<file path="config.mk">
export PLATFORM = sky130hd
export DESIGN_NAME = ad9783_spi_scheduler
export DESIGN_NICKNAME = d
export VERILOG_FILES = /design/src/rtl/ad9783_pkg.sv /design/src/rtl/ad9783_spi_phase_timer.sv /design/src/rtl/ad9783_spi_scheduler.sv
export SDC_FILE = /design/constraint.sdc
export NUM_CORES = 1
export LEC_CHECK = 0
export BUFFER_PORTS_ARGS = -buffer_cell sky130_fd_sc_hd__buf_4
export CELL_PAD_IN_SITES_DETAIL_PLACEMENT = 1
export CELL_PAD_IN_SITES_GLOBAL_PLACEMENT = 2
export CORE_AREA = 5 5 125 103
export CTS_CLUSTER_DIAMETER = 200
export DETAILED_ROUTE_END_ITERATION = 10
export DIE_AREA = 0 0 130 108
export PLACE_DENSITY = 0.87
export SLEW_MARGIN = 30
export SYNTH_ARGS = -nofsm -noshare
export SYNTH_HDL_FRONTEND = slang
export SYNTH_SLANG_ARGS = --single-unit
</file>
<file path="constraint.sdc">
create_clock -name clk_in -period 5.9 [get_ports clk_in]
set_input_delay 0.59 -clock clk_in [delete_from_list [all_inputs] [get_ports clk_in]]
set_output_delay 0.59 -clock clk_in [all_outputs]
set_load 0.01 [all_outputs]
</file>
<file path="src/rtl/ad9783_pkg.sv">
// ad9783_pkg: shared definitions for the AD9783 SPI scheduler.
//   - host command opcodes (cmd_addr_in[15:8])
//   - SPI word layout helper {rw, 2'b00, addr[4:0], data[7:0]}
//   - FSM state and transfer-source encodings
//   - register-init table played after reset (entry 0 data is replaced by SMP_DLY)
// Optional feature macro: AD9783_INIT_VERIFY_EN adds the readback state.
package ad9783_pkg;

  localparam logic [7:0]  OP_GET           = 8'h20;
  localparam logic [7:0]  OP_SET           = 8'h21;
  localparam logic [15:0] CMD_TIMEOUT_WORD = 16'hDEAD;

  localparam logic [7:0] AD9783_INIT_ADDR [0:7] = '{
    8'h05, 8'h02, 8'h0A, 8'h0E, 8'h00, 8'h00, 8'h00, 8'h00
  };
  localparam logic [7:0] AD9783_INIT_DATA [0:7] = '{
    8'h00, 8'h00, 8'h00, 8'h00, 8'h00, 8'h00, 8'h00, 8'h00
  };

  typedef enum logic [3:0] {
    StRstHold,
    StRstRel,
    StInitLoad,
    StHostLoad,
    StIssue,
    StWaitBusy,
    StWaitDone,
    StIdle
`ifdef AD9783_INIT_VERIFY_EN
    , StVerifyLoad
`endif
  } state_e;

  // Which operation owns the transfer currently in ISSUE/WAIT_*.
  typedef enum logic [1:0] {
    SrcInit,
    SrcVerify,
    SrcHost
  } src_e;

  function automatic logic [15:0] spi_word(input logic       rw,
                                           input logic [4:0] addr,
                                           input logic [7:0] data);
    return {rw, 2'b00, addr, data};
  endfunction

endpackage

</file>
<file path="src/rtl/ad9783_spi_phase_timer.sv">
// ad9783_spi_phase_timer: per-phase watchdog for SPI handshakes.
//   clk_in, rst_in : clock, asynchronous active-high reset
//   clear_i        : restart the count (asserted on every phase entry)
//   en_i           : count while waiting in a phase
//   expired_o      : count has reached TIMEOUT; holds until cleared
module ad9783_spi_phase_timer #(
  parameter int unsigned TIMEOUT = 1023
) (
  input  logic clk_in,
  input  logic rst_in,
  input  logic clear_i,
  input  logic en_i,
  output logic expired_o
);

  localparam int unsigned    CntW  = $clog2(TIMEOUT + 1);
  localparam logic [CntW-1:0] Limit = CntW'(TIMEOUT);

  logic [CntW-1:0] cnt_q, cnt_d;

  assign expired_o = (cnt_q == Limit);

  always_comb begin
    cnt_d = cnt_q;
    if (clear_i) begin
      cnt_d = '0;
    end else if (en_i && !expired_o) begin
      cnt_d = cnt_q + CntW'(1);
    end
  end

  always_ff @(posedge clk_in or posedge rst_in) begin
    if (rst_in) begin
      cnt_q <= '0;
    end else begin
      cnt_q <= cnt_d;
    end
  end

endmodule

</file>
<file path="src/rtl/ad9783_spi_scheduler.sv">
// ad9783_spi_scheduler: owns the AD9783 SPI control path.
// After reset it holds dac_rst_out high for RST_CYCLES, plays N_INIT init-table
// writes through the SPI master, then serves host get/set commands from a
// one-deep pending slot.
//   clk_in, rst_in          : clock, asynchronous active-high reset
//   cmd_trig_in/addr/data   : host command strobe; addr[15:8] 0x20 get, 0x21 set
//   cmd_data_out/done_out   : read word and one-cycle completion of a host command
//   busy_out, init_done_out : FSM not idle / init table finished (sticky)
//   pend_ovf_out            : sticky, host command dropped (slot full)
//   timeout_out             : sticky, an SPI phase exceeded TIMEOUT cycles
//   init_err_out            : sticky init readback mismatch (verify builds only)
//   dac_rst_out             : DAC RESET pin
//   spi_*                   : handshake with the 16-bit SPI master
// Macro AD9783_INIT_VERIFY_EN: read back every init write and flag mismatches.
module ad9783_spi_scheduler
  import ad9783_pkg::*;
#(
  parameter int unsigned RST_CYCLES = 255,
  parameter int unsigned N_INIT     = 4,
  parameter logic [7:0]  SMP_DLY    = 8'h00,
  parameter int unsigned TIMEOUT    = 1023
) (
  input  logic        clk_in,
  input  logic        rst_in,
  input  logic        cmd_trig_in,
  input  logic [15:0] cmd_addr_in,
  input  logic [15:0] cmd_data_in,
  output logic [15:0] cmd_data_out,
  output logic        cmd_done_out,
  output logic        busy_out,
  output logic        init_done_out,
  output logic        pend_ovf_out,
  output logic        timeout_out,
  output logic        init_err_out,
  output logic        dac_rst_out,
  output logic        spi_trigger_out,
  output logic [15:0] spi_data_out,
  input  logic        spi_ready_in,
  input  logic [15:0] spi_rdata_in
);

  localparam logic [3:0] NInit = 4'(N_INIT);

  state_e      state_q, state_d;
  src_e        src_q, src_d;
  logic [7:0]  rst_cnt_q, rst_cnt_d;
  logic [3:0]  idx_q, idx_d;
  logic [15:0] spi_data_q, spi_data_d;
  logic [15:0] cmd_data_q, cmd_data_d;
  logic        cmd_done_q, cmd_done_d;
  logic        init_done_q, init_done_d;
  logic        timeout_q, timeout_d;
  logic        dac_rst_q, dac_rst_d;

  // Command being served, copied out of the slot so a new trig can refill it.
  logic        hold_rw_q, hold_rw_d;
  logic [4:0]  hold_addr_q, hold_addr_d;
  logic [7:0]  hold_data_q, hold_data_d;

  logic        pend_full_q, pend_full_d;
  logic        pend_rw_q, pend_rw_d;
  logic [4:0]  pend_addr_q, pend_addr_d;
  logic [7:0]  pend_data_q, pend_data_d;
  logic        pend_ovf_q, pend_ovf_d;

`ifdef AD9783_INIT_VERIFY_EN
  logic [4:0]  cur_addr_q, cur_addr_d;
  logic [7:0]  cur_data_q, cur_data_d;
  logic        init_err_q, init_err_d;
`endif

  logic       cmd_valid, drain;
  logic [7:0] tbl_addr, tbl_data;
  logic [3:0] idx_inc;
  logic       phase_wait, phase_clear, phase_expired;
  logic       phase_end, phase_to, advance;
  logic       unused_bits;

  assign cmd_valid = cmd_trig_in &&
                     ((cmd_addr_in[15:8] == OP_GET) || (cmd_addr_in[15:8] == OP_SET));
  assign drain     = (state_q == StIdle) && pend_full_q;
  assign tbl_addr  = AD9783_INIT_ADDR[idx_q[2:0]];
  assign tbl_data  = (idx_q == 4'd0) ? SMP_DLY : AD9783_INIT_DATA[idx_q[2:0]];
  assign idx_inc   = idx_q + 4'd1;
  assign unused_bits = ^{cmd_data_in[15:8], cmd_addr_in[7:5], tbl_addr[7:5]};

  assign phase_wait  = (state_q == StIssue) || (state_q == StWaitBusy) ||
                       (state_q == StWaitDone);
  assign phase_clear = (state_d != state_q);

  ad9783_spi_phase_timer #(
    .TIMEOUT(TIMEOUT)
  ) u_phase_timer (
    .clk_in   (clk_in),
    .rst_in   (rst_in),
    .clear_i  (phase_clear),
    .en_i     (phase_wait),
    .expired_o(phase_expired)
  );

  // Pending slot: a trig is accepted when the slot is empty or drains this cycle.
  always_comb begin
    pend_full_d = pend_full_q;
    pend_rw_d   = pend_rw_q;
    pend_addr_d = pend_addr_q;
    pend_data_d = pend_data_q;
    pend_ovf_d  = pend_ovf_q;
    if (drain) begin
      pend_full_d = 1'b0;
    end
    if (cmd_valid) begin
      if (!pend_full_q || drain) begin
        pend_full_d = 1'b1;
        pend_rw_d   = (cmd_addr_in[15:8] == OP_GET);
        pend_addr_d = cmd_addr_in[4:0];
        pend_data_d = cmd_data_in[7:0];
      end else begin
        pend_ovf_d  = 1'b1;
      end
    end
  end

  always_comb begin
    state_d     = state_q;
    src_d       = src_q;
    rst_cnt_d   = rst_cnt_q;
    idx_d       = idx_q;
    spi_data_d  = spi_data_q;
    cmd_data_d  = cmd_data_q;
    cmd_done_d  = 1'b0;
    init_done_d = init_done_q;
    timeout_d   = timeout_q;
    dac_rst_d   = dac_rst_q;
    hold_rw_d   = hold_rw_q;
    hold_addr_d = hold_addr_q;
    hold_data_d = hold_data_q;
    phase_end   = 1'b0;
    phase_to    = 1'b0;
    advance     = 1'b0;
`ifdef AD9783_INIT_VERIFY_EN
    cur_addr_d  = cur_addr_q;
    cur_data_d  = cur_data_q;
    init_err_d  = init_err_q;
`endif

    unique case (state_q)
      StRstHold: begin
        if (rst_cnt_q <= 8'd1) begin
          dac_rst_d = 1'b0;
          state_d   = StRstRel;
        end else begin
          rst_cnt_d = rst_cnt_q - 8'd1;
        end
      end
      StRstRel: begin
        idx_d   = 4'd0;
        state_d = StInitLoad;
      end
      StInitLoad: begin
        spi_data_d = spi_word(1'b0, tbl_addr[4:0], tbl_data);
        src_d      = SrcInit;
        state_d    = StIssue;
`ifdef AD9783_INIT_VERIFY_EN
        cur_addr_d = tbl_addr[4:0];
        cur_data_d = tbl_data;
`endif
      end
`ifdef AD9783_INIT_VERIFY_EN
      StVerifyLoad: begin
        spi_data_d = spi_word(1'b1, cur_addr_q, 8'h00);
        src_d      = SrcVerify;
        state_d    = StIssue;
      end
`endif
      StHostLoad: begin
        spi_data_d = spi_word(hold_rw_q, hold_addr_q, hold_rw_q ? 8'h00 : hold_data_q);
        src_d      = SrcHost;
        state_d    = StIssue;
      end
      StIssue: begin
        if (phase_expired) begin
          phase_end = 1'b1;
          phase_to  = 1'b1;
        end else if (spi_ready_in) begin
          state_d = StWaitBusy;
        end
      end
      StWaitBusy: begin
        if (phase_expired) begin
          phase_end = 1'b1;
          phase_to  = 1'b1;
        end else if (!spi_ready_in) begin
          state_d = StWaitDone;
        end
      end
      StWaitDone: begin
        if (phase_expired) begin
          phase_end = 1'b1;
          phase_to  = 1'b1;
        end else if (spi_ready_in) begin
          phase_end = 1'b1;
        end
      end
      StIdle: begin
        if (pend_full_q) begin
          hold_rw_d   = pend_rw_q;
          hold_addr_d = pend_addr_q;
          hold_data_d = pend_data_q;
          state_d     = StHostLoad;
        end
      end
      default: state_d = StRstHold;
    endcase

    // Transfer finished (normally or by timeout): route by owner.
    if (phase_end) begin
      if (phase_to) begin
        timeout_d = 1'b1;
      end
      case (src_q)
        SrcHost: begin
          cmd_done_d = 1'b1;
          cmd_data_d = phase_to ? CMD_TIMEOUT_WORD : spi_rdata_in;
          state_d    = StIdle;
        end
`ifdef AD9783_INIT_VERIFY_EN
        SrcInit: begin
          // A timed-out write is skipped without a readback.
          if (phase_to) begin
            advance = 1'b1;
          end else begin
            state_d = StVerifyLoad;
          end
        end
        SrcVerify: begin
          if (phase_to || (spi_rdata_in[7:0] != cur_data_q)) begin
            init_err_d = 1'b1;
          end
          advance = 1'b1;
        end
`endif
        default: advance = 1'b1;
      endcase
    end

    if (advance) begin
      idx_d = idx_inc;
      if (idx_inc == NInit) begin
        init_done_d = 1'b1;
        state_d     = StIdle;
      end else begin
        state_d = StInitLoad;
      end
    end
  end

  always_ff @(posedge clk_in or posedge rst_in) begin
    if (rst_in) begin
      state_q     <= StRstHold;
      src_q       <= SrcInit;
      rst_cnt_q   <= 8'(RST_CYCLES);
      idx_q       <= 4'd0;
      spi_data_q  <= 16'h0000;
      cmd_data_q  <= 16'h0000;
      cmd_done_q  <= 1'b0;
      init_done_q <= 1'b0;
      timeout_q   <= 1'b0;
      dac_rst_q   <= 1'b1;
      hold_rw_q   <= 1'b0;
      hold_addr_q <= 5'd0;
      hold_data_q <= 8'h00;
      pend_full_q <= 1'b0;
      pend_rw_q   <= 1'b0;
      pend_addr_q <= 5'd0;
      pend_data_q <= 8'h00;
      pend_ovf_q  <= 1'b0;
`ifdef AD9783_INIT_VERIFY_EN
      cur_addr_q  <= 5'd0;
      cur_data_q  <= 8'h00;
      init_err_q  <= 1'b0;
`endif
    end else begin
      state_q     <= state_d;
      src_q       <= src_d;
      rst_cnt_q   <= rst_cnt_d;
      idx_q       <= idx_d;
      spi_data_q  <= spi_data_d;
      cmd_data_q  <= cmd_data_d;
      cmd_done_q  <= cmd_done_d;
      init_done_q <= init_done_d;
      timeout_q   <= timeout_d;
      dac_rst_q   <= dac_rst_d;
      hold_rw_q   <= hold_rw_d;
      hold_addr_q <= hold_addr_d;
      hold_data_q <= hold_data_d;
      pend_full_q <= pend_full_d;
      pend_rw_q   <= pend_rw_d;
      pend_addr_q <= pend_addr_d;
      pend_data_q <= pend_data_d;
      pend_ovf_q  <= pend_ovf_d;
`ifdef AD9783_INIT_VERIFY_EN
      cur_addr_q  <= cur_addr_d;
      cur_data_q  <= cur_data_d;
      init_err_q  <= init_err_d;
`endif
    end
  end

  // Trigger is combinational so it fires in the first ISSUE cycle with ready high.
  assign spi_trigger_out = (state_q == StIssue) && spi_ready_in && !phase_expired;
  assign spi_data_out    = spi_data_q;
  assign cmd_data_out    = cmd_data_q;
  assign cmd_done_out    = cmd_done_q;
  assign busy_out        = (state_q != StIdle);
  assign init_done_out   = init_done_q;
  assign pend_ovf_out    = pend_ovf_q;
  assign timeout_out     = timeout_q;
  assign dac_rst_out     = dac_rst_q;
`ifdef AD9783_INIT_VERIFY_EN
  assign init_err_out    = init_err_q;
`else
  assign init_err_out    = 1'b0;
`endif

endmodule

</file>
==> results of run 1 <==
-- metrics by stage --
stage                       util  total power (uW)  hold WS (ns)  instances
final                     0.4546              1421        0.2682        620
after global routing      0.4546              1487        0.3081        620
after CTS                 0.4544              1445        0.2811        620
after detailed placement  0.4259             811.9        0.4624        604
after global placement    0.4259             806.7        0.4573        604
after floorplan                -             749.2        0.4497        398
-- layout make-up --
cell class                      instances  area, um^2  area share
Inverter                               12       46.29    0.008944
Multi-Input combinational cell        273        1732      0.3345
Timing Repair Buffer                   80       600.6      0.1160
Sequential cell                        91        2288      0.4421
Clock inverter                          7       98.84     0.01910
Clock buffer                            9       225.2     0.04351
Tap cell                              148       185.2     0.03577
-- Yosys cell counts (all sizes together) (3+ instances only) --
cell,count,area (um^2)
nor4,8,62.56
nand3,6,30.03
nor2,25,96.35
dfrtp,82,2052
clkbuf,8,30.03
buf,14,87.58
o21ai,44,224.0
nand2,68,255.2
or3,3,18.77
ha,7,87.58
xor2,4,35.03
a21oi,9,45.04
xnor2,11,96.34
nor3,9,45.04
dfstp,9,236.5
mux2,29,326.6
nand2b,5,31.28
nand4,3,18.77
and2,5,31.28
a211oi,11,92.58
inv,12,45.04
and3,4,30.03
-- cell families after synthesis --
| group | after synthesis |
|---|---|
| compound gates | 71 |
| xor+xnor | 15 |
| fa+ha+maj | 7 |
| buf+inv | 34 |
| flops | 91 |
| mux | 29 |
| other cells | 1 |
| simple gates | 147 |
-- where the power goes --
group | switching, uW | leakage (uW) | internal (uW)
clock | 249 | 0.000156 | 374
sequential | 25.9 | 0.00122 | 648
combinational | 67.3 | 0.00107 | 57.4
-- registers in the layout, summed over array words and instances (netlist names), 4 cells and up --
name                 count
u_phase_timer.cnt_q     10
pend_data_q              8
cmd_data_out            16
pend_addr_q              5
spi_data_out            14
idx_q                    4
rst_cnt_q                8
hold_addr_q              5
hold_data_q              8
state_q                  4
-- worst max path at each step --
stage,endpoint,slack (ns)
detailed placement,cmd_data_out[11],3.38
global route,u_phase_timer.cnt_q[4],3.13
floorplan,cmd_data_out[0],2.96
CTS,cmd_data_out[11],3.36
global placement,u_phase_timer.cnt_q[7],3.49
finish,u_phase_timer.cnt_q[4],3.39
-- layer usage --
metal	track usage	up-vias
li1	-	1502
met1	0.2016	1494
met2	0.2314	63
met3	0.03704	11
met4	0.04080	0
met5	0	-
==> impl_metrics.csv, run 1 <==
group,metric,value,unit
grt,grt_max_degree,64,
worst_setup_path,r2r-start,"state_q[0]",
worst_setup_path,reg2regPathDepth,5,
worst_setup_path,critPathMostFrequentCell,"nand2_1",
worst_setup_path,crit_start,"state_q[0]",
cells_and_area,final_area,5176,um^2
worst_setup_path,crit_path_end_kind,"register",
timing,fin_crit_sh,0.4249,
synthesis,synth-xor-area-share,0.03151,
floorplan,initial_utilization,0.3662,
clock_network,postCtsSetupRepairBufs,0,
floorplan,pin_count,92,
timing,min_period,2.507,ns
detailed_routing,drc,0,
min_path,hp-class,"in -> async",
synthesis,synthMuxAreaShare,0.07833,
floorplan,coreArea,11390,um^2
cells_and_area,area_growth,24.16,%
cells_and_area,final_cell_mix,"dfrtp_1, buf_4, nand2_1, o21ai_0, mux2_2",
worst_setup_path,critical_path_class,"reg -> reg",
worst_setup_path,crit_chain,"nand2_1 -> nand2_1 -> nor3_1 -> o21ai_1 -> a211oi_1",
synthesis,yosys.area_share.simple,0.1768,
synthesis,synth_edf_count,0,
detailed_routing,m1WireLength,4645,um
detailed_routing,highest_layer,"met4",
cells_and_area,final_common_cell,"dfrtp_1",
clock_network,holdBufCountCts,0,
synthesis,synth_compound_area_frac,0.1035,
place,place_hpwl,7009,um
worst_setup_path,cp.depth,5,
worst_setup_path,critical_path_arrival,2.68,ns
grt,first_global_vias,3137,
floorplan,dieArea,14040,um^2
synthesis,ys_warn_count,0,
grt,grt_overflow,0,
detailed_routing,wl_met3,540,um
clock_network,cts_sinks,91,
cells_and_area,diodes,0,
floorplan,die_height,108,um
synthesis,ys_types,47,
clock_network,clkLatencyLatePin,0.34,ns
synthesis,synthArstFlopShare,1.000,
grt,antenna_found_initial,0,
floorplan,die_w,130,um
place,pre_cts_slack,3.382,ns
worst_setup_path,reg2reg_slack,3.39,ns
synthesis,synth_top_family_by_area,"simple AND/OR/NAND/NOR gates",
grt,globalRouteTotalUtil,0.1467,
timing,tightestPinTransition,0.8670,ns
synthesis,ys_ff_latch,91,
synthesis,avgSynthCellArea,10.55,um^2
place,port_buffers,77,
clock_network,cts_buffers,9,
cells_and_area,n_fill_cell,1274,
clock_network,cts-root-buf,"clkbuf_16",
detailed_routing,via_per_inst,4.952,
worst_setup_path,required,6.07,ns
grt,grt_first_pass_wirelength,16340,um
worst_setup_path,start_kind,"register",
place,placed_area,4850,um^2
timing,fmax,398.9,MHz
worst_setup_path,critical-path-slowest-cell,"dfrtp_1",
worst_setup_path,path_delay_family,"compound AO/OA/AOI/OAI gates",
detailed_routing,drt_iter0_drc,165,
status,status,"completed",
detailed_routing,wl_per_cell,15.95,um
power_and_ir_drop,power.density,274.6,nW/um^2
synthesis,netlist_instances,395,
worst_setup_path,r2r_end,"u_phase_timer.cnt_q[4]",
timing,setup_tns,0,ns
detailed_routing,dr_total_vias,3070,
clock_network,htree_levels,3,
clock_network,ctsLongestPathBuffers,2,
cells_and_area,nets,526,
power_and_ir_drop,ir_drop,0.1113,mV
floorplan,num_rows,35,
timing,finalSetupViolCount,0,
synthesis,yosysSeqAreaShare,0.5489,
timing,final_hold_viol_count,0,
run,drv_cap,0,
timing,fin_ws,3.393,ns
synthesis,synth_area,4169,um^2
timing,relSlewSlack,0.4206,
detailed_routing,dr.pass1.iters,4,
clock_network,cts_tree,"yes",
worst_setup_path,path_buf_inv,0,
detailed_routing,met2_length,4580,um
detailed_routing,drtAntennaViolNets,0,
detailed_routing,wl,9886,um
worst_setup_path,cp_max_fo,20,
synthesis,synthAdderAreaFrac,0.02101,
power_and_ir_drop,leakagePower,0.002442,uW
clock_network,clk_pin_slew,0.07,ns
synthesis,synthFlopType,"dfrtp_1",
worst_setup_path,max_stage_delay,0.76,ns
timing,rsz0062_at_grt,"false",
place,gp_routability_congestion,0.7196,
timing,fin_skew,0.006552,ns
cells_and_area,layout-drive-gt1-share,0.3178,
clock_network,cts_resized,0,
timing,slew_violations,0,
Power figures use the tool's default switching activity.
==> run 2, diff against run 1 <==
ABC_AREA = 1   (was default)
CORE_AREA = 5 5 137 113   (was 5 5 125 103)
DIE_AREA = 0 0 142 118   (was 0 0 130 108)
PLACE_DENSITY = 0.79   (was 0.87)
clock period = 2.2 ns   (was 5.9 ns; I/O delays follow)
==> run 2 against run 1 <==
Net effect: the run now ends with hold timing left; design area increased by 2.8%; clock skew increased by 0.0012 ns; combinational power increased to 2.6 times the previous value; synthesized area decreased by 1.3%; via count increased by 4.5%; flip-flop and latch count unchanged; routed wire length increased by 8.0%; largest power group unchanged; highest routed layer unchanged.
==> impl_metrics.csv, run 2 <==
group,metric,value,unit
status,status,"finished, violations left",
status,violations,"hold timing",
place,pre_cts_slack,0.1248,ns
synthesis,synth_top_area_cell,"dfrtp_1",
worst_setup_path,reg2regPathDepth,10,
worst_setup_path,critical-path-slowest-cell,"dfstp_2",
timing,rsz0062_at_grt,"false",
floorplan,initial_utilization,0.2950,
grt,grt_overflow,0,
synthesis,ys_top_cells_by_area,"dfrtp_1, nand2_1, dfstp_2",
cells_and_area,diodes,0,
cells_and_area,nets,588,
place,port_buffers,77,
floorplan,pin_count,92,
clock_network,htree_levels,3,
timing,setup_tns,0,ns
timing,whs,-0.02236,ns
worst_setup_path,r2r_end,"rst_cnt_q[7]",
cells_and_area,n_fill_cell,1637,
power_and_ir_drop,clkPwrFrac,0.418,
detailed_routing,drt_iter0_drc,116,
clock_network,cts_buffers,9,
timing,relSlewSlack,0.5460,
worst_setup_path,critical_path_class,"reg -> reg",
power_and_ir_drop,p_comb_frac,0.090,
worst_setup_path,required,2.46,ns
timing,slew_violations,0,
place,place_hpwl,7705,um
power_and_ir_drop,seq_power_share,0.492,
grt,grt_max_degree,29,
timing,tightestPinTransition,0.6796,ns
clock_network,ctsLongestPathBuffers,2,
synthesis,ys_warn_count,0,
clock_network,clk_pin_slew,0.06,ns
synthesis,ys_types,40,
timing,fin_ws,0.1965,ns
timing,fmax,499.1,MHz
synthesis,netlist_instances,433,
cells_and_area,final_core_util,0.3814,
power_and_ir_drop,power.density,678.3,nW/um^2
cells_and_area,final_common_cell,"nand2_1",
synthesis,ys_ff_latch,91,
detailed_routing,drtAntennaViolNets,0,
timing,min_period,2.004,ns
worst_setup_path,max_stage_delay,0.55,ns
synthesis,synth.most_common_cell,"nand2_1",
grt,antenna_found_initial,0,
grt,grt_first_pass_wirelength,17480,um
grt,globalRouteTotalUtil,0.1290,
synthesis,avgSynthCellArea,9.507,um^2
detailed_routing,wl,10680,um
synthesis,ys_top_cells_by_count,"nand2_1, dfrtp_1, o21ai_0, inv_1, nor2_1",
clock_network,holdBufCountCts,0,
worst_setup_path,critical_path_arrival,2.26,ns
worst_setup_path,critical_path.endpoint,"rst_cnt_q[7]",
floorplan,num_rows,39,
power_and_ir_drop,switching_share,0.2406,
power_and_ir_drop,p_int,2742,uW
detailed_routing,drc,0,
clock_network,cts-root-buf,"clkbuf_16",
floorplan,die_w,142,um
place,gp_routability_congestion,0.7252,
grt,first_global_vias,3422,
worst_setup_path,crit_path_end_kind,"register",
detailed_routing,dr_total_vias,3208,
synthesis,synth_area,4116,um^2
synthesis,synth_edf_count,0,
power_and_ir_drop,ir_drop,0.3703,mV
cells_and_area,layout-drive-gt1-share,0.2983,
cells_and_area,largest_reg_flops,16,
timing,final_hold_viol_count,13,
detailed_routing,via_per_inst,4.474,
detailed_routing,wl_per_cell,14.89,um
worst_setup_path,cp_max_fo,5,
floorplan,coreArea,13960,um^2
clock_network,cts_tree,"yes",
cells_and_area,final_cell_mix,"nand2_1, buf_4, dfrtp_1, o21ai_0, inv_1",
synthesis,synth_top_area_share,0.4985,
clock_network,clkLatencyLatePin,0.34,ns
synthesis,yosysSeqAreaShare,0.5559,
timing,fin_skew,0.007715,ns
power_and_ir_drop,finalPower,3610,uW
cells_and_area,final_area,5323,um^2
timing,finalSetupViolCount,0,
run,drv_cap,0,
power_and_ir_drop,leakagePower,0.002691,uW
floorplan,die_height,118,um
cells_and_area,area_growth,29.30,%
worst_setup_path,reg2reg_slack,0.20,ns
detailed_routing,dr.pass1.iters,4,
power_and_ir_drop,power_switching,868.6,uW
worst_setup_path,crit_chain,"inv_1 -> ha_2 -> inv_1 -> nand2_1 -> nand2_1 -> nor2_1 -> nor3_4 -> nand4_1 -> nor3_1 -> xor2_1",
worst_setup_path,crit_start,"rst_cnt_q[0]",
min_path,hp-class,"in -> async",
timing,fin_crit_sh,0.9107,
worst_setup_path,r2r-start,"rst_cnt_q[0]",
worst_setup_path,start_kind,"register",
floorplan,dieArea,16760,um^2
place,placed_area,4960,um^2
synthesis,synthFlopType,"dfrtp_1",
synthesis,synthArstFlopShare,1.000,
clock_network,cts_sinks,91,
[run 2: final cells by class]
class | count | area, um^2 | share of cell area
clock inverters | 5 | 55.05 | 0.01034
inverters | 48 | 183.9 | 0.03456
well taps | 184 | 230.2 | 0.04325
multi-input cells | 284 | 1610 | 0.3025
flip-flops and latches | 91 | 2288 | 0.4299
repair buffers | 95 | 725.7 | 0.1363
clock buffers | 10 | 229.0 | 0.04302
[run 2: critical path: cells and delay by family (launching register included)]
| family | cells | cell delay (ns) |
|---|---|---|
| flops | 1 | 0.55 |
| buf+inv | 2 | 0.13 |
| fa+ha+maj | 1 | 0.21 |
| simple gates | 6 | 0.85 |
| xor+xnor | 1 | 0.18 |
[run 2: cell families (layout without fill, tap and decap cells)]
kind of cell / after synthesis / count (layout) / synth area share
compound gates: 67 / 67 / 0.09940
mux: 2 / 2 / 0.005471
flops: 91 / 91 / 0.5559
buf+inv: 62 / 158 / 0.06018
simple gates: 186 / 187 / 0.2207
other cells: 1 / 4 / 0.0009110
fa+ha+maj: 7 / 7 / 0.02128
xor+xnor: 17 / 17 / 0.03617
[run 2: worst min path at each step]
stage                     slack (ns)      startpoint              to
after CTS                      0.008          rst_in  pend_data_q[0]
after floorplan                 0.32  cmd_addr_in[8]       pend_rw_q
final                          -0.02          rst_in  pend_data_q[0]
after detailed placement        0.38          rst_in  pend_data_q[0]
after global placement          0.36          rst_in       pend_rw_q
after global routing            0.03          rst_in       pend_rw_q
[run 2: per-stage QoR]
step,hold WS [ns],cells
2_1_floorplan,0.3156,436
3_3_place_gp,0.3582,693
3_5_place_dp,0.3758,693
4_1_cts,0.007772,708
5_1_grt,0.03028,717
6_report,-0.02236,717
[run 2: layer usage]
| layer | GRT usage | wire length [um] | share of wire |
|---|---|---|---|
| met3 | 0.04102 | 468 | 0.044 |
| met2 | 0.2061 | 5054 | 0.47 |
| met4 | 0.02518 | 78 | 0.0073 |
| met5 | 0 | 0 | 0 |
| met1 | 0.1725 | 5074 | 0.48 |
[run 2: power groups by stage]
stage	registers (uW)	clock network [uW]	logic (uW)
after floorplan	1810	0	157
after global placement	1800	0	315
after detailed placement	1800	0	322
after CTS	1780	1570	324
after global routing	1780	1620	365
final	1770	1510	326
[run 2: timing repair]
| action | 4_1_cts | 5_1_grt |
|---|---|---|
| gates resized for setup | 0 | 4 |
| setup buffers | 0 | 8 |
| endpoints found under the setup margin | 0 | 9 |
==> run 3, diff against run 2 <==
RECOVER_POWER = 50   (was default)
==> run 3 against run 2 <==
Net effect: the run now ends clean; sequential share of layout area rose by 0.75 points; fmax rose by 0.13%; flip-flop and latch count did not move; worst setup slack improved by 0.0026 ns; clock power barely moved; core utilization fell by 0.65 points; cell count did not move; global-route usage did not move; combinational power fell by 3%; non-clock buffer count did not move; critical path depth did not move.
==> impl_metrics.csv, run 3 (synthesis results as in run 2) <==
group,metric,value,unit
timing,fin_crit_sh,0.9095,
worst_setup_path,critical-path-slowest-cell,"dfstp_2",
power_and_ir_drop,finalPower,3603,uW
worst_setup_path,reg2reg_slack,0.20,ns
min_path,hp-class,"in -> reg",
clock_network,htree_levels,3,
timing,setup_tns,0,ns
worst_setup_path,crit_chain,"inv_1 -> ha_2 -> inv_1 -> nand2_1 -> nand2_1 -> nor2_1 -> nor3_4 -> nand4_1 -> nor3_1 -> xor2_1",
cells_and_area,largest_reg_flops,16,
worst_setup_path,required,2.46,ns
worst_setup_path,critical_path_arrival,2.26,ns
worst_setup_path,max_stage_delay,0.55,ns
clock_network,clkLatencyLatePin,0.34,ns
floorplan,dieArea,16760,um^2
grt,first_global_vias,3422,
grt,grt_max_degree,29,
detailed_routing,drc,0,
detailed_routing,drtAntennaViolNets,0,
clock_network,cts-root-buf,"clkbuf_16",
worst_setup_path,crit_path_end_kind,"register",
clock_network,cts_tree,"yes",
timing,rsz0062_at_grt,"false",
detailed_routing,drt_iter0_drc,125,
detailed_routing,via_per_inst,4.484,
place,gp_routability_congestion,0.7252,
run,drv_cap,0,
floorplan,die_height,118,um
clock_network,cts_buffers,9,
detailed_routing,dr_total_vias,3215,
worst_setup_path,cp_max_fo,5,
power_and_ir_drop,power.density,688.7,nW/um^2
timing,final_hold_viol_count,0,
grt,grt_first_pass_wirelength,17480,um
cells_and_area,diodes,0,
timing,fin_skew,0.007669,ns
grt,globalRouteTotalUtil,0.1290,
clock_network,cts_sinks,91,
cells_and_area,layout-drive-gt1-share,0.2627,
floorplan,num_rows,39,
power_and_ir_drop,ir_drop,0.3741,mV
floorplan,die_w,142,um
timing,min_period,2.001,ns
status,status,"completed",
cells_and_area,area_growth,27.08,%
floorplan,coreArea,13960,um^2
cells_and_area,final_common_cell,"nand2_1",
worst_setup_path,start_kind,"register",
floorplan,initial_utilization,0.2950,
detailed_routing,dr.pass1.iters,4,
place,place_hpwl,7705,um
clock_network,clk_pin_slew,0.06,ns
detailed_routing,wl,10710,um
timing,slew_violations,0,
clock_network,ctsLongestPathBuffers,2,
timing,finalSetupViolCount,0,
detailed_routing,wl_per_cell,14.94,um
grt,grt_overflow,0,
timing,relSlewSlack,0.08931,
cells_and_area,final_cell_mix,"nand2_1, dfrtp_1, buf_4, o21ai_0, inv_1",
timing,fmax,499.8,MHz
place,port_buffers,77,
floorplan,pin_count,92,
power_and_ir_drop,leakagePower,0.002606,uW
cells_and_area,nets,588,
timing,tightestPinTransition,1.359,ns
worst_setup_path,critical_path_class,"reg -> reg",
clock_network,holdBufCountCts,0,
grt,antenna_found_initial,0,
[run 3: changes by cell type in the layout (fill, tap and decap cells not counted)]
| cell | before | now |
|---|---|---|
| clkinvlp_2 | 0 | 1 |
| clkinvlp_4 | 2 | 1 |
| clkbuf_1 | 1 | 20 |
| buf_4 | 94 | 73 |
| buf_12 | 1 | 0 |
| clkbuf_2 | 0 | 2 |
| clkbuf_4 | 0 | 1 |
[run 3: cell type report]
type	count	area, um^2
clock inverters	5	55.05
repair buffers	95	636.9
fillers	1656	8725
inverters	48	181.4
well taps	184	230.2
flip-flops and latches	91	2288
clock buffers	10	229.0
multi-input cells	284	1610
[run 3: final timing paths]
| check | start | to | depth (start not counted) |
|---|---|---|---|
| max | rst_cnt_q[0] | rst_cnt_q[7] | 10 |
| min | cmd_addr_in[8] | pend_rw_q | 2 |
| max reg2reg | rst_cnt_q[0] | rst_cnt_q[7] | 10 |
| min reg2reg | init_done_out | init_done_out | 2 |
| max in group asynchronous | rst_in | u_phase_timer.cnt_q[9] | 3 |
| min in group asynchronous | rst_in | pend_data_q[0] | 2 |
[run 3: power by group]
part	internal [uW]	switching, uW
Combinational	132	185
Sequential	1730	44.9
Clock	871	640
[run 3: metrics by stage]
step | setup WS (ns) | instances | utilization | hold slack, ns | area [um^2]
2_1_floorplan | 0.4199 | 436 | - | 0.3156 | 4131
5_1_grt | 0.01567 | 717 | 0.3748 | 0.06288 | 5231
6_report | 0.1991 | 717 | 0.3748 | 0.05613 | 5231
3_3_place_gp | 0.2335 | 693 | 0.3554 | 0.3582 | 4960
3_5_place_dp | 0.1248 | 693 | 0.3554 | 0.3758 | 4960
4_1_cts | 0.09832 | 708 | 0.3757 | 0.007772 | 5244
[run 3: repair_timing]
item,CTS,global route
setup buffers,0,8
setup endpoints to repair,0,9
resized for setup,0,4
[run 3: worst max-delay path, delay by kind of cell, from the launching register on]
kind	cells	cell delay, ns
xor+xnor	1	0.18
fa+ha+maj	1	0.21
buf+inv	2	0.13
flops	1	0.55
simple gates	6	0.85
[run 3: per-layer routing]
layer  global-route usage  routed length, um  up-vias
met5                    0                  0        -
met4              0.02518                 78        0
met3              0.04102                506        8
met2               0.2061               5090       60
met1               0.1725               5037     1558
li1                     -                  -     1589
